--- src/rtl/fwd_pkg.sv ---
// fwd_pkg: shared constants, sizing helper and FSM encoding for the packet forwarder
package fwd_pkg;
  localparam int FWD_WIDTH_DEF = 32;
  localparam int BYTES = FWD_WIDTH_DEF / 8;
  function automatic int clog2(input int v);
    int r;
    r = 0;
    while ((1 << r) < v) r = r + 1;
    return r;
  endfunction
  typedef enum logic [1:0] {IDLE = 2'd0, READ = 2'd1, DRAIN = 2'd2, DONE = 2'd3} state_t;
endpackage

--- src/rtl/fwd_out_fifo.sv ---
// fwd_out_fifo: first-word-fall-through FIFO with occupancy count
module fwd_out_fifo
  import fwd_pkg::*;
#(
  parameter int W = 37,
  parameter int DEPTH = 8,
  localparam int AW = clog2(DEPTH),
  localparam int CW = AW + 1
) (
  input  logic          clk,
  input  logic          rst,
  input  logic          push,
  input  logic [W-1:0]  din,
  input  logic          pop,
  output logic [W-1:0]  dout,
  output logic          empty,
  output logic [CW-1:0] count
);
  logic [W-1:0] mem [DEPTH];
  logic [AW-1:0] wr_ptr, rd_ptr;
  always_ff @(posedge clk)
    if (push) mem[wr_ptr] <= din;
  always_ff @(posedge clk or posedge rst)
    if (rst) begin
      wr_ptr <= '0;
      rd_ptr <= '0;
      count <= '0;
    end else begin
      wr_ptr <= wr_ptr + AW'(push);
      rd_ptr <= rd_ptr + AW'(pop);
      count <= count + CW'(push) - CW'(pop);
    end
  assign empty = count == '0;
  // gate the head so the stream fields read zero whenever nothing is valid
  assign dout = empty ? '0 : mem[rd_ptr];
endmodule

--- src/rtl/axis_pkt_forwarder.sv ---
// axis_pkt_forwarder: reads a packet from memory via the width adapter and streams it out as AXIS
module axis_pkt_forwarder
  import fwd_pkg::*;
#(
  parameter int FWD_WIDTH = 8 * BYTES,
  parameter int FWD_ADDR_WIDTH = 10,
  parameter int RD_LAT = 4,
  parameter int FIFO_DEPTH = 8,
  parameter int PLEN_WIDTH = FWD_ADDR_WIDTH + 3,
  localparam int BW = FWD_WIDTH / 8
) (
  input  logic                      clk,
  input  logic                      rst,
  input  logic                      pkt_rdy,
  input  logic [PLEN_WIDTH-1:0]     pkt_len,
  output logic                      done,
  output logic [FWD_ADDR_WIDTH-1:0] fwd_addr,
  output logic                      fwd_rd_en,
  input  logic [FWD_WIDTH-1:0]      fwd_rd_data,
  output logic [FWD_WIDTH-1:0]      m_axis_tdata,
  output logic [BW-1:0]             m_axis_tkeep,
  output logic                      m_axis_tlast,
  output logic                      m_axis_tvalid,
  input  logic                      m_axis_tready
);
  localparam int FW = FWD_WIDTH + BW + 1;
  localparam int QW = clog2(FIFO_DEPTH) + 1;
  localparam int CW = clog2(FIFO_DEPTH + RD_LAT + 2) + 1;
  state_t state;
  logic [FWD_ADDR_WIDTH-1:0] word, last_word, last_word_d;
  logic [BW-1:0] last_keep, last_keep_d, rd_keep;
  logic rd_last, credit, empty;
  logic [PLEN_WIDTH-1:0] rem;
  logic [RD_LAT-1:0] p_vld, p_last;
  logic [RD_LAT-1:0][BW-1:0] p_keep;
  logic [QW-1:0] fifo_count;
  logic [CW-1:0] inflight;
  logic [FW-1:0] fifo_dout;
  always_comb begin
    rem = pkt_len % PLEN_WIDTH'(BW);
    last_word_d = FWD_ADDR_WIDTH'((pkt_len - PLEN_WIDTH'(1)) / PLEN_WIDTH'(BW));
    last_keep_d = (rem == '0) ? '1 : ~({BW{1'b1}} >> rem);
    // every read not yet popped holds a FIFO slot: queued, issued, or in the latency pipe
    inflight = CW'(fifo_count) + CW'(fwd_rd_en);
    for (int i = 0; i < RD_LAT; i++) inflight = inflight + CW'(p_vld[i]);
  end
  assign credit = inflight < CW'(FIFO_DEPTH);
  always_ff @(posedge clk or posedge rst)
    if (rst) begin
      state <= IDLE;
      done <= 1'b0;
      fwd_rd_en <= 1'b0;
      fwd_addr <= '0;
      word <= '0;
      last_word <= '0;
      last_keep <= '0;
      rd_keep <= '0;
      rd_last <= 1'b0;
    end else begin
      fwd_rd_en <= 1'b0;
      case (state)
        IDLE: if (pkt_rdy) begin
          last_word <= last_word_d;
          last_keep <= last_keep_d;
          if (pkt_len == '0) begin
            state <= DONE;
            done <= 1'b1;
          end else begin
            // word 0 issues on entry; the pipe and FIFO are empty between packets
            fwd_rd_en <= 1'b1;
            fwd_addr <= '0;
            word <= FWD_ADDR_WIDTH'(1);
            rd_last <= last_word_d == '0;
            rd_keep <= (last_word_d == '0) ? last_keep_d : '1;
            state <= (last_word_d == '0) ? DRAIN : READ;
          end
        end
        READ: if (credit) begin
          fwd_rd_en <= 1'b1;
          fwd_addr <= word;
          word <= word + FWD_ADDR_WIDTH'(1);
          rd_last <= word == last_word;
          rd_keep <= (word == last_word) ? last_keep : '1;
          if (word == last_word) state <= DRAIN;
        end
        DRAIN: if (m_axis_tvalid && m_axis_tready && m_axis_tlast) begin
          state <= DONE;
          done <= 1'b1;
        end
        DONE: if (!pkt_rdy) begin
          state <= IDLE;
          done <= 1'b0;
        end
      endcase
    end
  always_ff @(posedge clk or posedge rst)
    if (rst) begin
      p_vld <= '0;
      p_last <= '0;
      p_keep <= '0;
    end else begin
      p_vld[0] <= fwd_rd_en;
      p_last[0] <= rd_last;
      p_keep[0] <= rd_keep;
      for (int i = 1; i < RD_LAT; i++) begin
        p_vld[i] <= p_vld[i-1];
        p_last[i] <= p_last[i-1];
        p_keep[i] <= p_keep[i-1];
      end
    end
  fwd_out_fifo #(.W(FW), .DEPTH(FIFO_DEPTH)) u_fifo (
    .clk(clk),
    .rst(rst),
    .push(p_vld[RD_LAT-1]),
    .din({fwd_rd_data, p_keep[RD_LAT-1], p_last[RD_LAT-1]}),
    .pop(m_axis_tvalid && m_axis_tready),
    .dout(fifo_dout),
    .empty(empty),
    .count(fifo_count)
  );
  assign {m_axis_tdata, m_axis_tkeep, m_axis_tlast} = fifo_dout;
  assign m_axis_tvalid = !empty;
endmodule

--- config.mk ---
export PLATFORM = sky130hd
export DESIGN_NAME = axis_pkt_forwarder
export DESIGN_NICKNAME = d
export VERILOG_FILES = /design/src/rtl/fwd_pkg.sv /design/src/rtl/fwd_out_fifo.sv /design/src/rtl/axis_pkt_forwarder.sv
export SDC_FILE = /design/constraint.sdc
export NUM_CORES = 1
export LEC_CHECK = 0
export BUFFER_PORTS_ARGS = -buffer_cell sky130_fd_sc_hd__buf_2
export CELL_PAD_IN_SITES_DETAIL_PLACEMENT = 1
export CELL_PAD_IN_SITES_GLOBAL_PLACEMENT = 1
export CORE_MARGIN = 3
export CORE_UTILIZATION = 52
export DETAILED_ROUTE_END_ITERATION = 8
export PLACE_DENSITY_LB_ADDON = 0.08
export SLEW_MARGIN = 20
export SYNTH_ARGS = -nofsm -noshare
export SYNTH_HDL_FRONTEND = slang
export SYNTH_SLANG_ARGS = --single-unit
--- constraint.sdc ---
create_clock -name clk -period 4.25 [get_ports clk]
set_input_delay 0.85 -clock clk [delete_from_list [all_inputs] [get_ports clk]]
set_output_delay 0.85 -clock clk [all_outputs]
set_load 0.02 [all_outputs]
==> qor.yml <==
critical_path:
  cp-end-kind: "output port"
  slowest_stage: "dfrtp_4"
  cp_data_arrival_time_ns: 3.00
  crit_path_cell_trace: "buf_4 > mux4_2 > mux2i_1 > nor2_1 > buf_2"
  critical_path_depth: 5
  crit_type: "reg -> out"
  critPathMaxStageDelay_ns: 0.92
  cp_top_family: "flip-flops"
  required_ns: 3.40
  worst_r2r_path_depth: 10
  crit_buf_inv: 2
  crit_path_start_kind: "flop"
  crit_fanout: 35
pwr:
  p_clk_frac: 0.288
  power.density_nw_per_um2: 706
  p_sw_frac: 0.323
  p_leak_nw: 6.07
  intPower_mw: 8.20
  p_total_mw: 12.1
  combPwrFrac: 0.303
  power.net_switching_mw: 3.92
  vdd_drop_max_v: 0.000441
  seqPwrFrac: 0.409
clock_network:
  htree_levels: 2
  cts_sinks: 373
  cts-resized-gates: 0
  clkLatencyLatePin_ns: 0.52
  holdBufCountCts: 0
  clockBufferDepth: 3
  numCtsBuffers: 40
  clkTransAtPathRegs_ns: 0.06
  clockRootBuffer: "clkbuf_16"
  cts_tree: "yes"
  cts_setup_buffers: 0
logic_synthesis:
  synth_commonest_cells: "edfxtp_1 (296), dfrtp_1 (77), mux4_2 (72)"
  synth_top_area_share: 0.599
  yosys_warnings: 0
  synth_most_common_cell: "edfxtp_1"
  avgSynthCellArea_um2: 18.6
  ys_top_cells_by_area: "edfxtp_1 (60%), dfrtp_1 (13%), mux4_2 (11%)"
  ys_ff_latch: 373
  yosysUniqueCellTypes: 56
  ys_seq_area_frac: 0.729
  synth-main-ff-cell: "edfxtp_1"
  syn-num-nets: 869
  async_flop_share: 0.206
  synthCells: 797
  syn_area_um2: 14800
  synth_edf_count: 296
  synth_top_area_cell: "edfxtp_1"
placement:
  place_area_um2: 15900
  dp_hpwl_um: 19900
  dp.cells: 1253
  io_buffers: 98
  gp_congestion: 0.846
  dpl_worst_slack_ns: 0.887
route:
  num_vias: 7697
  met2_length_um: 16500
  drt_wl_total_um: 32400
  drt_iter0_markers: 579
  highest_layer: "met4"
  drt-vias-per-instance: 5.82
  drc: 0
  wl_met3_um: 1340
  route.antenna.remaining_nets: 0
  wl_per_cell_um: 24.5
  m1WireLength_um: 13900
  first_pass_iters: 4
cells_and_area:
  drive_gt1_frac: 0.286
  final_area_um2: 17200
  final_util: 0.615
  fin_nets: 989
  antenna_cells: 0
  fillers: 2459
  final_cells: 1323
  syn2layout_area_growth_pct: 15.8
job:
  max_cap_violations: 0
floorplan:
  core_um2: 27900
  die_area_um2: 30600
  num_rows: 61
  initial_core_util: 0.531
  io_pins: 99
  fp.dieW_um: 175
  die_y_um: 175
timing:
  finalHoldViolations: 0
  tns_ns: 0
  fmax_ghz: 0.260
  period_share: 0.905
  slew_viol_final: 0
  relSlewSlack: 0.340
  fin_hold_ws_ns: 0.351
  timing.final.crit_period_ns: 3.85
  tightest_slew_ns: 0.990
  setup_slack_ns: 0.405
  setup_viol_count_final: 0
  finalClockSkew_ns: 0.0163
  grt_setup_unrepaired: "false"
global_route:
  grt_pass1_wl_um: 50700
  grt.overflow.total: 0
  grt_pass1_vias: 8559
  gr-usage-all-layers: 0.217
  antenna_found_initial: 0
  grt_max_degree: 78
status:
  status: "finished, final reports clean"
min_path:
  holdCritPathClass: "reg -> reg"
  min_path_cells: 0
==> placed cells by master, fill, tap and decap left out, types with 9 or more instances in the layout <==
master	n
a21oi_1	15
a22o_1	16
buf_2	98
buf_4	16
clkbuf_1	9
clkbuf_16	41
dfrtp_1	74
edfxtp_1	296
ha_1	20
inv_1	19
mux2i_1	45
mux4_2	72
nand2_1	21
nor2_1	62
xnor2_1	15
xor2_1	9
==> state kept, by name, indices dropped and copies added (netlist names) <==
signal,count
rd_keep,4
fwd_rd_en,1
u_fifo.mem,296
last_word,10
p_vld,4
u_fifo.wr_ptr,3
u_fifo.count,4
state,2
done,1
p_last,4
last_keep,4
word,10
rd_last,1
p_keep,16
u_fifo.rd_ptr,3
fwd_addr,10
==> routing by layer <==
metal,vias to the layer above,track usage
li1,3367,-
met1,4099,0.296
met2,180,0.372
met3,51,0.0317
met4,0,0.0555
met5,-,0
==> cell type report <==
type,instances,area [um^2],area share
multi-input combinational,366,3830,0.223
clock inverter,18,239,0.0139
sequential,373,10800,0.630
inverter,20,75.1,0.00437
clock buffer,52,1090,0.0633
tap,378,473,0.0275
timing repair buffer,116,651,0.0379
==> final timing paths <==
| path | startpoint | endpoint | slack (ns) |
|---|---|---|---|
| max in group asynchronous | rst | u_fifo.rd_ptr[0]$_DFF_PP0_ | 2.85 |
| worst min register to register | p_keep[0]$_DFF_PP0_ | p_keep[4]$_DFF_PP0_ | 0.35 |
| worst max register to register | fwd_rd_en$_DFF_PP0_ | word[8]$_DFFE_PP0P_ | 0.91 |
| worst max-delay path | u_fifo.rd_ptr[0]$_DFF_PP0_ | m_axis_tdata[12] | 0.40 |
| min in group asynchronous | rst | fwd_addr[6]$_DFFE_PP0P_ | 0.62 |
| worst min-delay path | p_keep[0]$_DFF_PP0_ | p_keep[4]$_DFF_PP0_ | 0.35 |
==> cell families after synthesis <==
| kind of cell | count (synthesis) | synth area share |
|---|---|---|
| fa+ha+maj | 23 | 0.0209 |
| simple gates | 135 | 0.0455 |
| buf+inv | 58 | 0.0162 |
| compound gates | 66 | 0.0334 |
| xor+xnor | 24 | 0.0142 |
| mux | 118 | 0.140 |
| flops | 373 | 0.729 |
==> power groups by stage <==
stage                     Clock (mW)  Sequential (mW)  Combinational, mW
final                           3.49             4.96               3.67
after global routing            3.74             5.03               4.00
after CTS                       3.57             4.98               3.74
after detailed placement           0             5.04               3.71
after global placement             0             5.00               3.59
after floorplan                    0             4.77               2.72
Power figures use the tool's default switching activity.
